==> src/rtl/uart_pkg.sv <==
// Shared constants and register layouts for the UART receive FIFO.
package uart_pkg;

  localparam int unsigned STAT_EMPTY_BIT   = 31;
  localparam int unsigned STAT_OVERRUN_BIT = 30;
  localparam int unsigned STAT_FLUSH_BIT   = 29;
  localparam int unsigned THRESH_LSB       = 8;
  localparam int unsigned COUNT_LSB        = 0;
  localparam int unsigned BYTE_W           = 8;

  localparam logic [BYTE_W-1:0] THRESH_DEFAULT = 8'd1;

  // STATUS register read layout
  typedef struct packed {
    logic              empty;
    logic              overrun;
    logic [5:0]        rsvd_hi;
    logic [7:0]        rsvd_lo;
    logic [BYTE_W-1:0] threshold;
    logic [BYTE_W-1:0] count;
  } status_word_t;

  // DATA register read layout
  typedef struct packed {
    logic              empty;
    logic [22:0]       rsvd;
    logic [BYTE_W-1:0] data;
  } data_word_t;

endpackage

==> src/rtl/sync_byte_fifo.sv <==
// Single-clock byte FIFO: storage, pointers and fill count with push/pop/flush.
module sync_byte_fifo
  import uart_pkg::*;
#(
  parameter  int unsigned DEPTH  = 16,
  localparam int unsigned ADDR_W = $clog2(DEPTH),
  localparam int unsigned CNT_W  = ADDR_W + 1
) (
  input  logic              clk,
  input  logic              reset,
  input  logic              push_i,
  input  logic [BYTE_W-1:0] data_i,
  input  logic              pop_i,
  input  logic              flush_i,
  output logic              full_c,
  output logic              empty_c,
  output logic [CNT_W-1:0]  count_o,
  output logic [CNT_W-1:0]  count_next_c,
  output logic [BYTE_W-1:0] head_c
);

  logic [BYTE_W-1:0] mem_q [DEPTH];
  logic [ADDR_W-1:0] rd_ptr_q, rd_ptr_d;
  logic [ADDR_W-1:0] wr_ptr_q, wr_ptr_d;
  logic [CNT_W-1:0]  count_q, count_d;
  logic              do_push, do_pop;

  assign empty_c = (count_q == '0);
  assign full_c  = (count_q == CNT_W'(DEPTH));
  assign head_c  = mem_q[rd_ptr_q];

  // A pop on a full FIFO frees the slot the simultaneous push lands in.
  assign do_pop  = pop_i & ~empty_c;
  assign do_push = push_i & (~full_c | do_pop) & ~flush_i;

  always_comb begin
    rd_ptr_d = rd_ptr_q;
    wr_ptr_d = wr_ptr_q;
    count_d  = count_q;
    if (flush_i) begin
      rd_ptr_d = '0;
      wr_ptr_d = '0;
      count_d  = '0;
    end else begin
      if (do_push) wr_ptr_d = wr_ptr_q + ADDR_W'(1);
      if (do_pop)  rd_ptr_d = rd_ptr_q + ADDR_W'(1);
      count_d = count_q + CNT_W'(do_push) - CNT_W'(do_pop);
    end
  end

  assign count_next_c = reset ? count_d : '0;
  assign count_o      = count_q;

  always_ff @(posedge clk) begin
    if (!reset) begin
      rd_ptr_q <= '0;
      wr_ptr_q <= '0;
      count_q  <= '0;
    end else begin
      rd_ptr_q <= rd_ptr_d;
      wr_ptr_q <= wr_ptr_d;
      count_q  <= count_d;
    end
  end

  // Storage is deliberately left unreset.
  always_ff @(posedge clk) begin
    if (reset && do_push) mem_q[wr_ptr_q] <= data_i;
  end

endmodule

==> src/rtl/uart_rx_fifo.sv <==
// UART receive FIFO with APB DATA/STATUS registers, overrun tracking and level irq.
module uart_rx_fifo
  import uart_pkg::*;
#(
  parameter  int unsigned DEPTH  = 16,
  localparam int unsigned ADDR_W = $clog2(DEPTH)
) (
  input  logic              clk,
  input  logic              reset,
  input  logic              in_valid,
  input  logic [BYTE_W-1:0] in_data,
  input  logic              sel_data,
  input  logic              sel_status,
  input  logic              apb_enable,
  input  logic              apb_write,
  input  logic [31:0]       apb_wdata,
  output logic [31:0]       apb_rdata,
  output logic              irq
);

  logic              selbuf_data_q, selbuf_status_q;
  logic [BYTE_W-1:0] threshold_q, threshold_d;
  logic              overrun_q, overrun_d;
  logic              irq_q, irq_d;

  logic              rd_access, st_write, flush, drop, ovr_clear;
  logic              fifo_full, fifo_empty;
  logic [ADDR_W:0]   fifo_count, fifo_count_next;
  logic [BYTE_W-1:0] fifo_head;
  status_word_t      status_w;
  data_word_t        data_w;
  logic              unused_wdata;

  assign unused_wdata = ^{apb_wdata[STAT_EMPTY_BIT], apb_wdata[28:16], apb_wdata[7:0]};

  // DATA wins when both selects are registered.
  assign rd_access = selbuf_data_q & apb_enable & ~apb_write;
  assign st_write  = selbuf_status_q & ~selbuf_data_q & apb_enable & apb_write;
  assign flush     = st_write & apb_wdata[STAT_FLUSH_BIT];
  assign ovr_clear = st_write & apb_wdata[STAT_OVERRUN_BIT];
  assign drop      = in_valid & fifo_full & ~rd_access & ~flush;

  sync_byte_fifo #(.DEPTH(DEPTH)) u_fifo (
    .clk          (clk),
    .reset        (reset),
    .push_i       (in_valid),
    .data_i       (in_data),
    .pop_i        (rd_access),
    .flush_i      (flush),
    .full_c       (fifo_full),
    .empty_c      (fifo_empty),
    .count_o      (fifo_count),
    .count_next_c (fifo_count_next),
    .head_c       (fifo_head)
  );

  // Control next-state; irq looks at next-state values so it moves with the count.
  always_comb begin
    threshold_d = threshold_q;
    overrun_d   = overrun_q;
    irq_d       = irq_q;
    if (st_write) threshold_d = apb_wdata[THRESH_LSB +: BYTE_W];
    overrun_d = drop | (overrun_q & ~ovr_clear);
    irq_d     = overrun_d |
                ((threshold_d != '0) && (BYTE_W'(fifo_count_next) >= threshold_d));
  end

  always_ff @(posedge clk) begin
    if (!reset) begin
      selbuf_data_q   <= 1'b0;
      selbuf_status_q <= 1'b0;
      threshold_q     <= THRESH_DEFAULT;
      overrun_q       <= 1'b0;
      irq_q           <= 1'b0;
    end else begin
      selbuf_data_q   <= sel_data;
      selbuf_status_q <= sel_status;
      threshold_q     <= threshold_d;
      overrun_q       <= overrun_d;
      irq_q           <= irq_d;
    end
  end

  // Read mux; DATA returns the pre-pop head during the access cycle.
  always_comb begin
    status_w           = '0;
    status_w.empty     = fifo_empty;
    status_w.overrun   = overrun_q;
    status_w.threshold = threshold_q;
    status_w.count     = BYTE_W'(fifo_count);
    data_w             = '0;
    data_w.empty       = fifo_empty;
    data_w.data        = fifo_head;
    apb_rdata          = '0;
    if (selbuf_data_q)        apb_rdata = data_w;
    else if (selbuf_status_q) apb_rdata = status_w;
  end

  assign irq = irq_q;

endmodule
==> config.mk <==
export PLATFORM = sky130hd
export DESIGN_NAME = uart_rx_fifo
export DESIGN_NICKNAME = d
export VERILOG_FILES = /design/src/rtl/uart_pkg.sv /design/src/rtl/sync_byte_fifo.sv /design/src/rtl/uart_rx_fifo.sv
export SDC_FILE = /design/constraint.sdc
export NUM_CORES = 1
export LEC_CHECK = 0
export BUFFER_PORTS_ARGS = -buffer_cell sky130_fd_sc_hd__buf_2
export CAP_MARGIN = 30
export CORE_MARGIN = 3
export CORE_UTILIZATION = 35
export DETAILED_ROUTE_END_ITERATION = 10
export HOLD_SLACK_MARGIN = 0.15
export MAX_ROUTING_LAYER = met4
export PLACE_DENSITY = 0.54
export SLEW_MARGIN = 0
export SYNTH_ARGS = -nofsm -noshare
export SYNTH_HDL_FRONTEND = slang
export SYNTH_SLANG_ARGS = --single-unit
==> constraint.sdc <==
create_clock -name clk -period 5 [get_ports clk]
set_input_delay 0 -clock clk [delete_from_list [all_inputs] [get_ports clk]]
set_output_delay 0 -clock clk [all_outputs]
set_load 0.1 [all_outputs]
==> metrics.yaml, run 1 <==
status: "finished clean"
drv_slew: 0
fin_nets: 610
multi_input_area_um2: 2170
rsz0062_at_grt: "no"
synth_edf_count: 128
first_global_vias: 4115
relSlewSlack_pct: 35.0
clockRootBuffer: "clkbuf_16"
synth_ff_type: "edfxtp_1"
nFillCells: 1747
dp_cells: 761
io_pins: 80
critPathCaptureType: "flop"
syn_area_um2: 6850
cts_setup_buffers: 0
r2r_slack_ns: 1.29
core_area_um2: 19000
setup_violations: 0
die_x_um: 146
die_h_um: 146
cts.sinks: 157
grt_max_degree: 29
synth.area.top_cells: "edfxtp_1, dfxtp_1, mux2i_1"
cts_tree: "built"
tns_ns: 0
cp.required_ns: 5.29
postSynthCellCount: 468
min_period_ns: 3.71
drc: 0
reg2reg_depth: 16
htree_num_levels: 4
antenna_found_initial: 0
critical_path_class: "flop to flop"
yosys.area.top_type_share_pct: 56.1
die_area_um2: 21300
yosysSeqAreaShare_pct: 64.6
rows: 50
worstPathArrival_ns: 4.00
holdPathStages: 5
vdd_drop_max_mv: 0.266
rr_startpoint: "u_fifo.count_o[2]$_DFF_P_"
drv_cap: 0
start_util_pct: 36.2
seqCellArea_um2: 4430
drive_above_1_share_pct: 20.1
timing.fmax_mhz: 270
synth-seq-cells: 157
post-route-util_pct: 42.6
wirelength_um: 14200
worst_pin_slew_ns: 0.971
grt_pass1_wl_um: 22400
ys.warnings.count: 0
worstSetupStartpoint: "u_fifo.count_o[2]$_DFF_P_"
hp-start: "apb_enable"
fin_skew_ns: 0.00689
finalCritPeriodShare_pct: 74.2
finalHoldViolCount: 0
vias: 3977
async_flop_share_pct: 0
port_buffers: 43
numCtsBuffers: 17
hpwl_um: 9790
gp_congestion: 0.771
drt-wirelength-per-cell_um: 17.4
cp-start-kind: "flop"
crit_fanout: 10
yosysTopAreaCell: "edfxtp_1"
cellPowerDensity_nw_per_um2: 409
worstSkewPairLatency_ns: 0.42
first_pass_iters: 4
hold_class: "input port to flop"
leakagePower_nw: 2.82
fin_hold_ws_ns: 0.164
drtIter0Drc: 199
num_antenna_cells: 0
viasPerCell: 4.87
avgSynthCellArea_um2: 14.6
final_antenna_net_count: 0
overflow: 0
instances_no_fill: 817
clkTransAtPathRegs_ns: 0.06
area_growth_pct: 17.9
grt_usage_pct: 14.3
cts_buffer_depth: 2
ys_types: 56
==> worst max-delay path: stages, from the launching register on <==
cell	delay (ns)
dfxtp_1	0.35
inv_1	0.07
ha_1	0.21
nor3b_2	0.18
a31oi_4	0.36
and2_1	0.24
ha_1	0.18
inv_1	0.05
fa_1	0.39
nand2b_1	0.16
a21oi_1	0.20
nor3_1	0.08
nor3b_1	0.31
ha_1	0.31
a21o_1	0.18
a31oi_1	0.20
o32ai_2	0.12
==> layer usage <==
layer  track usage (%)  wire, um  share of wire (%)
met1              17.3      6210                 44
met2              23.4      7120                 50
met3              3.83       667                4.7
met4              4.61       213                1.5
met5                 -         0                  0
==> cells by family (layout without fill, tap and decap cells) <==
kind of cell | Yosys count | count (layout) | share of synthesized area (%)
xor gates and xnor gates | 7 | 7 | 0.895
adders and majority gates | 17 | 17 | 3.21
AOI/OAI and AO/OA | 56 | 56 | 5.81
and+or+nand+nor | 120 | 120 | 9.48
buffers and inverters | 48 | 124 | 4.47
other | 1 | 14 | 0.0547
DFF | 157 | 157 | 64.6
muxes | 62 | 62 | 11.5
==> power breakdown <==
group / switching (mW) / internal, mW
registers: 0.0394 / 1.46
clock network: 0.488 / 0.727
logic: 0.378 / 0.208
total: 0.906 / 2.39
==> worst paths after layout <==
| check | endpoint |
|---|---|
| setup / recovery | irq$_SDFF_PN0_ |
| hold / removal | flop |
| setup reg to reg | irq$_SDFF_PN0_ |
| hold reg to reg | threshold_q[6]$_SDFF_PN0_ |
==> layout by cell type (no fill, tap or decap), types with 14 or more instances in the layout <==
master         instances
nor2_1                27
clkbuf_16             17
dfxtp_1               28
a21oi_1               22
dlygate4sd3_1         24
ha_1                  16
edfxtp_1             128
inv_1                 17
buf_2                 43
mux2i_1               48
conb_1                14
nand2_1               35
==> through the flow <==
stage                     total power, mW  setup WS [ns]  instance area (um2)
final                                3.30           1.29                 8080
after global routing                 3.45          0.934                 8080
after CTS                            3.34           1.23                 8060
after detailed placement             2.10           1.25                 7270
after global placement               2.09           1.30                 7230
after floorplan                      1.99           1.73                 6900
==> flip-flops by register name (all words and copies together), names as in the netlist, named ones only <==
| signal | flops |
|---|---|
| selbuf_data_q | 1 |
| selbuf_status_q | 1 |
| overrun_q | 1 |
| u_fifo.count_o | 5 |
| threshold_q | 8 |
| u_fifo.wr_ptr_q | 4 |
| irq | 1 |
| u_fifo.mem_q | 128 |
| u_fifo.rd_ptr_q | 4 |
==> area by class of cell <==
type,count,area share [%]
clock buffers,19,5.36
clock inverters,11,1.49
well taps,260,4.03
flip-flops and latches,157,54.8
repair buffers,76,6.63
multi-input cells,276,26.9
inverters,18,0.836
==> cells in the mapped netlist, types with 2 or more instances <==
cell      number
buf_1          3
inv_1         17
a21oi_1       22
edfxtp_1     128
a22oi_1        6
nand2_1       35
nand3_1       13
a21o_1         2
mux2i_2        2
nor3_2         4
nor3_1         5
nor2b_1        3
mux4_1         3
buf_6          5
nand4_1        2
and2_1        13
ha_1          16
mux2i_1       48
nor4_1         2
buf_2          4
o21ai_0       10
buf_4         15
o22ai_1        3
nand3_2        4
dfxtp_1       29
nor3b_1        2
o211ai_2       4
mux4_2         9
nor2_1        27
xnor2_1        6
==> what timing repair did <==
action | CTS | global route
hold endpoints to repair | 145 | 0
hold buffers | 24 | 0
setup endpoints to repair | 0 | 0
resized for setup | 0 | 0
(Power assumes the default switching activity.)
==> run 2: changes to the inputs <==
PLACE_DENSITY = 0.56   (was 0.54)
clock period = 3.12 ns   (was 5 ns; I/O delays follow)
==> run 2 against run 1 <==
Hold slack better by 0.063 ns. Largest cell class unchanged. Flip-flop and latch count did not move. Clock skew is 0.0054 ns higher. Via count is 1.7% higher. The run now ends with negative setup slack left. Clock-buffer cell count decreased by 1. Clock power increased by 57%. Highest routed layer unchanged. Critical path type unchanged. Fmax rose by 18%.
==> metrics.yaml, run 2 (synthesized netlist as in run 1, its figures left out) <==
status: "finished with violations"  # was finished clean
violations: "negative setup slack"
wirelength_um: 14600  # was 14,200 um
io_pins: 80  # unchanged
final_common_cell: "edfxtp_1"  # unchanged
start_util_pct: 36.2  # unchanged
vias: 4046  # was 3,977
port_buffers: 43  # unchanged
area_growth_pct: 22.0  # was 17.9%
finalHoldViolCount: 0  # unchanged
use_met2_pct: 23.1  # was 23.4%
timing.fmax_mhz: 317  # was 270 MHz
rr_startpoint: "u_fifo.count_o[2]$_DFF_P_"  # unchanged
num_antenna_cells: 0  # unchanged
largest_register_ffs: 128  # unchanged
hp-start: "apb_write"  # was apb_enable
grt_max_degree: 53  # was 29
cellPowerDensity_nw_per_um2: 661  # was 409 nW/um2
final_cell_mix: "edfxtp_1, mux2i_1, buf_2"  # unchanged
final_antenna_net_count: 0  # unchanged
leakagePower_nw: 2.96  # was 2.82 nW
cts_tree: "built"  # unchanged
fin_nets: 637  # was 610
fin_hold_ws_ns: 0.227  # was 0.164 ns
grt_usage_pct: 14.5  # was 14.3%
reg2reg_depth: 17  # was 16
sequentialPowerShare_pct: 43.1  # was 45.4%
top_usage_layer: "met2"  # unchanged
htree_num_levels: 4  # unchanged
switchingPower_mw: 1.64  # was 0.906 mW
clockRootBuffer: "clkbuf_16"  # unchanged
grt_pass1_wl_um: 22900  # was 22,400 um
dp_cells: 787  # was 761
numCtsBuffers: 17  # unchanged
final_area_um2: 8360  # was 8080 um2
setup_violations: 1  # was 0
overflow: 0  # unchanged
worstSkewPairLatency_ns: 0.42  # about the same
drc: 0  # unchanged
first_pass_iters: 4  # unchanged
die_x_um: 146  # unchanged
rsz0062_at_grt: "yes"  # was no
cts.sinks: 157  # unchanged
die_area_um2: 21300  # unchanged
p_sw_share_pct: 29.6  # was 27.4%
r2r_slack_ns: -0.04  # was 1.29 ns
grtUsageMet3_pct: 3.89  # was 3.83%
rows: 50  # unchanged
vdd_drop_max_mv: 0.459  # was 0.266 mV
drtIter0Drc: 175  # was 199
first_global_vias: 4159  # was 4,115
tns_ns: -0.0350  # was 0 ns
viasPerCell: 4.78  # was 4.87
critical_path_class: "flop to flop"  # unchanged
top_register: "u_fifo.mem_q"  # unchanged
drt-wirelength-per-cell_um: 17.3  # was 17.4 um
worst_pin_slew_ns: 0.768  # was 0.971 ns
antenna_found_initial: 0  # unchanged
cp-start-kind: "flop"  # unchanged
worstPathArrival_ns: 3.45  # was 4.00 ns
internal_power_mw: 3.89  # was 2.39 mW
combPwrFrac_pct: 22.2  # was 17.8%
core_area_um2: 19000  # unchanged
gp_congestion: 0.784  # was 0.771
cts_buffer_depth: 2  # unchanged
pwr-share-clk_pct: 34.7  # was 36.8%
die_h_um: 146  # unchanged
drv_cap: 0  # unchanged
min_period_ns: 3.16  # was 3.71 ns
layout_setup_ws_ns: -0.0350  # was 1.29 ns
finalCritPeriodShare_pct: 101  # was 74.2%
critPathCaptureType: "flop"  # unchanged
instances_no_fill: 846  # was 817
reg2reg_to: "irq$_SDFF_PN0_"  # unchanged
hold_class: "input port to flop"  # unchanged
drive_above_1_share_pct: 27.3  # was 20.1%
use_met1_pct: 18.0  # was 17.3%
relSlewSlack_pct: 48.7  # was 35.0%
cp.required_ns: 3.41  # was 5.29 ns
drv_slew: 0  # unchanged
min_to: "u_fifo.wr_ptr_q[3]$_SDFFE_PP0N_"
place_area_um2: 7520  # was 7270 um2
clkTransAtPathRegs_ns: 0.07  # was 0.06 ns
fin_skew_ns: 0.0123  # was 0.00689 ns
hpwl_um: 9880  # was 9790 um
holdPathStages: 5  # unchanged
crit_fanout: 2  # was 10
-- run 2: worst max path at each step --
stage                               from              to  slack (ns)  depth (start not counted)
3_3_place_gp   u_fifo.count_o[2]$_DFF_P_  irq$_SDFF_PN0_       -0.01                         17
6_report       u_fifo.count_o[2]$_DFF_P_  irq$_SDFF_PN0_       -0.04                         17
4_1_cts        u_fifo.count_o[2]$_DFF_P_  irq$_SDFF_PN0_       -0.01                         17
2_1_floorplan  u_fifo.count_o[2]$_DFF_P_  irq$_SDFF_PN0_        0.01                         17
3_5_place_dp   u_fifo.count_o[2]$_DFF_P_  irq$_SDFF_PN0_       -0.12                         17
5_1_grt        u_fifo.count_o[3]$_DFF_P_  irq$_SDFF_PN0_       -0.21                         17
-- run 2: routing by layer --
layer	wire, um	part of all wire [%]	vias up
li1	-	-	1929
met1	6490	44	2002
met2	7220	49	97
met3	676	4.6	18
met4	238	1.6	0
met5	0	0	-
-- run 2: final cells by class --
class / instances / area (um2)
Multi-Input combinational cell: 276 / 2240
Clock inverter: 14 / 126
Clock buffer: 18 / 429
Fill cell: 1718 / 10600
Timing Repair Buffer: 103 / 738
Tap cell: 260 / 325
Sequential cell: 157 / 4430
Inverter: 18 / 67.6
-- run 2: timing repair --
| item | in CTS | in global routing |
|---|---|---|
| resized for setup | 3 | 4 |
| hold endpoints to repair | 144 | 0 |
| buffers inserted | 2 | 1 |
| endpoints found under the setup margin | 1 | 1 |
| hold buffers | 24 | 0 |
| pin swaps | 2 | 2 |
-- run 2: power by group through the flow --
stage / sequential, mW / combinational [mW] / clock (mW)
finish: 2.38 / 1.23 / 1.92
global route: 2.39 / 1.33 / 2.06
CTS: 2.38 / 1.18 / 1.97
detailed placement: 2.43 / 1.09 / 0
global placement: 2.42 / 1.07 / 0
floorplan: 2.47 / 0.785 / 0
-- run 2: stage by stage --
step | setup slack [ns] | power [mW] | utilization, %
after detailed placement | -0.119 | 3.52 | 39.7
after floorplan | 0.0108 | 3.26 | -
after CTS | -0.0130 | 5.53 | 44.0
after global placement | -0.0124 | 3.50 | 39.7
after global routing | -0.215 | 5.77 | 44.1
final | -0.0350 | 5.53 | 44.1
-- run 2: worst max-delay path: stages, from the launching register on --
cell	delay, ns
dfxtp_2	0.32
inv_2	0.07
ha_4	0.13
nor4b_4	0.21
nor2_2	0.08
ha_1	0.30
inv_2	0.07
ha_4	0.13
inv_2	0.04
fa_2	0.35
nand2b_4	0.16
a21oi_4	0.14
o21ai_1	0.06
nor3b_2	0.17
ha_1	0.33
a21o_1	0.19
a31oi_2	0.16
o32ai_2	0.11
==> run 3: changes to the inputs <==
ABC_AREA = 1   (was not set)
==> run 3 against run 2 <==
The flow now finishes without violations. Design area rose by 3.2%. Clock skew down 0.0033 ns. Clock-buffer cell count decreased by 1. Highest routed layer unchanged.
==> metrics.yaml, run 3 <==
viasPerCell: 4.80  # was 4.78
top_register: "u_fifo.mem_q"  # unchanged
use_met1_pct: 21.1  # was 18.0%
ys.warnings.count: 0  # unchanged
layout_setup_ws_ns: 0.230  # was -0.0350 ns
finalHoldViolCount: 0  # unchanged
relSlewSlack_pct: 41.6  # was 48.7%
critical_path_class: "flop to flop"  # unchanged
num_antenna_cells: 0  # unchanged
drtIter0Drc: 409  # was 175
cellPowerDensity_nw_per_um2: 635  # was 661 nW/um2
drt-wirelength-per-cell_um: 15.9  # was 17.3 um
fin_skew_ns: 0.00900  # was 0.0123 ns
slowest_stage: "fa_2"  # unchanged
wirelength_um: 16500  # was 14,600 um
htree_num_levels: 4  # unchanged
ys_types: 34  # was 56
core_area_um2: 19600  # was 19,000 um2
cts.sinks: 157  # unchanged
final_cell_mix: "nor2_1, edfxtp_1, nand2_1"  # was edfxtp_1, mux2i_1, buf_2
first_global_vias: 4877  # was 4,159
crit_fanout: 5  # was 2
rsz0062_at_grt: "no"  # was yes
vias: 4985  # was 4,046
gp_congestion: 0.887  # was 0.784
setup_violations: 0  # was 1
grt_max_degree: 71  # was 53
drive_above_1_share_pct: 18.2  # was 27.3%
async_flop_share_pct: 0  # unchanged
clkTransAtPathRegs_ns: 0.07  # about the same
cp_cell_sequence: "inv_2, ha_4, nand4_1, nand2_2, inv_2, ha_4, inv_1, ha_2, inv_2, fa_2, inv_2, a21oi_2, nor2_1, nor2_1, xor2_1, nor2_1, ha_1, nand2_1, nand2_1, nand2_1, nand2_1"  # was inv_2, ha_4, nor4b_4, nor2_2, ha_1, inv_2, ha_4, inv_2, fa_2, nand2b_4, a21oi_4, o21ai_1, nor3b_2, ha_1, a21o_1, a31oi_2, o32ai_2
power.total_mw: 5.48  # was 5.53 mW
cts_buffer_depth: 2  # unchanged
yosys.area.top_type_share_pct: 54.8  # was 56.1%
finalCritPeriodShare_pct: 92.6  # was 101%
grt_usage_pct: 15.8  # was 14.5%
final_antenna_net_count: 0  # unchanged
use_met2_pct: 24.8  # was 23.1%
syn_area_um2: 7020  # was 6850 um2
hold_class: "input port to flop"  # unchanged
port_buffers: 43  # unchanged
max_stage_delay_ns: 0.35  # about the same
clockRootBuffer: "clkbuf_16"  # unchanged
post-place-ws_ns: 0.0867  # was -0.119 ns
leakagePower_nw: 3.26  # was 2.96 nW
post-route-util_pct: 44.0  # was 44.1%
largest_register_ffs: 128  # unchanged
nFillCells: 1867  # was 1,718
crit_buf_inv: 5  # was 3
area_growth_pct: 22.9  # was 22.0%
fin_nets: 825  # was 637
synth_most_common_cell: "nor2_1"  # was edfxtp_1
first_pass_iters: 5  # was 4
drv_slew: 0  # unchanged
start_util_pct: 35.8  # was 36.2%
synth_common_cells: "nor2_1, edfxtp_1, nand2_1"  # was edfxtp_1, mux2i_1, nand2_1
cp.required_ns: 3.44  # was 3.41 ns
avgSynthCellArea_um2: 10.5  # was 14.6 um2
worst_pin_slew_ns: 0.875  # was 0.768 ns
vdd_drop_max_mv: 0.410  # was 0.459 mV
yosysTopAreaCell: "edfxtp_1"  # unchanged
yosysSeqAreaShare_pct: 63.0  # was 64.6%
synth_ff_type: "edfxtp_1"  # unchanged
cp-start-kind: "flop"  # unchanged
grt_pass1_wl_um: 26200  # was 22,900 um
rows: 51  # was 50
hpwl_um: 10500  # was 9880 um
final_common_cell: "nor2_1"  # was edfxtp_1
top_usage_layer: "met2"  # unchanged
worstPathArrival_ns: 3.21  # was 3.45 ns
multi_input_area_um2: 2250  # was 2240 um2
worstSkewPairLatency_ns: 0.42  # about the same
r2r_slack_ns: 0.23  # was -0.04 ns
synth_edf_count: 128  # unchanged
overflow: 0  # unchanged
die_area_um2: 21800  # was 21,300 um2
tns_ns: 0  # was -0.0350 ns
die_x_um: 148  # was 146 um
crit_family: "adder cells"  # unchanged
antenna_found_initial: 0  # unchanged
die_h_um: 148  # was 146 um
numCtsBuffers: 17  # unchanged
min_period_ns: 2.89  # was 3.16 ns
status: "finished clean"  # was finished with violations
drc: 0  # unchanged
postSynthCellCount: 671  # was 468
drv_cap: 0  # unchanged
synth.area.top_cells: "edfxtp_1, dfxtp_1, nor2_1"  # was edfxtp_1, dfxtp_1, mux2i_1
grtUsageMet3_pct: 3.40  # was 3.89%
cts_tree: "built"  # unchanged
fin_hold_ws_ns: 0.418  # was 0.227 ns
synth-seq-cells: 157  # unchanged
io_pins: 80  # unchanged
seqCellArea_um2: 4430  # about the same
critPathCaptureType: "flop"  # unchanged
timing.fmax_mhz: 346  # was 317 MHz
==> run 3: tightest hold or removal path, stage by stage <==
cell and delay (ns):
dlygate4sd3_1 0.53, buf_2 0.13, o21ai_4 0.07, nor2_1 0.08
==> run 3: path summary, 6_finish.rpt <==
kind / start / to / depth (start not counted)
setup / recovery: u_fifo.count_o[2]$_DFF_P_ / irq$_SDFF_PN0_ / 21
hold reg to reg: u_fifo.rd_ptr_q[2]$_SDFFE_PP0N_ / u_fifo.rd_ptr_q[2]$_SDFFE_PP0N_ / 1
setup reg to reg: u_fifo.count_o[2]$_DFF_P_ / irq$_SDFF_PN0_ / 21
hold / removal: apb_wdata[9] / threshold_q[1]$_SDFF_PN0_ / 4
==> run 3: per-layer routing <==
layer | vias up | wire, um
met5 | - | 0
met4 | 0 | 167
met3 | 16 | 927
met2 | 167 | 7860
met1 | 2359 | 7530
li1 | 2443 | -
==> run 3: cell families (layout without fill, tap and decap cells) <==
family | after synthesis | in the layout | synth area share (%)
simple gates | 279 | 279 | 17.6
flops | 157 | 157 | 63.0
compound gates | 111 | 111 | 8.70
buf+inv | 101 | 191 | 6.83
fa+ha+maj | 17 | 17 | 3.14
xor+xnor | 5 | 5 | 0.624
other cells | 1 | 14 | 0.0534
==> run 3: where the power goes <==
part | switching, mW | internal (mW)
Clock | 0.847 | 1.10
Sequential | 0.0441 | 2.34
Combinational | 0.772 | 0.378
==> run 3: through the flow <==
stage               cells  area, um2
floorplan             684       7070
global placement      970       7660
detailed placement    970       7660
CTS                  1034       8540
global route         1039       8630
finish               1039       8630
==> run 3: layout make-up <==
type | count | area share (%)
inverter | 59 | 2.60
clock buffer | 17 | 4.93
timing repair buffer | 100 | 9.60
sequential | 157 | 51.3
multi-input combinational | 426 | 26.1
tap | 265 | 3.84
clock inverter | 15 | 1.60
==> run 3: what timing repair did <==
item                                   in CTS  in global routing
resized for setup                           0                 16
endpoints found under the hold margin     152                  0
setup buffers                               0                  5
setup endpoints to repair                   0                  1
hold buffers                               32                  0
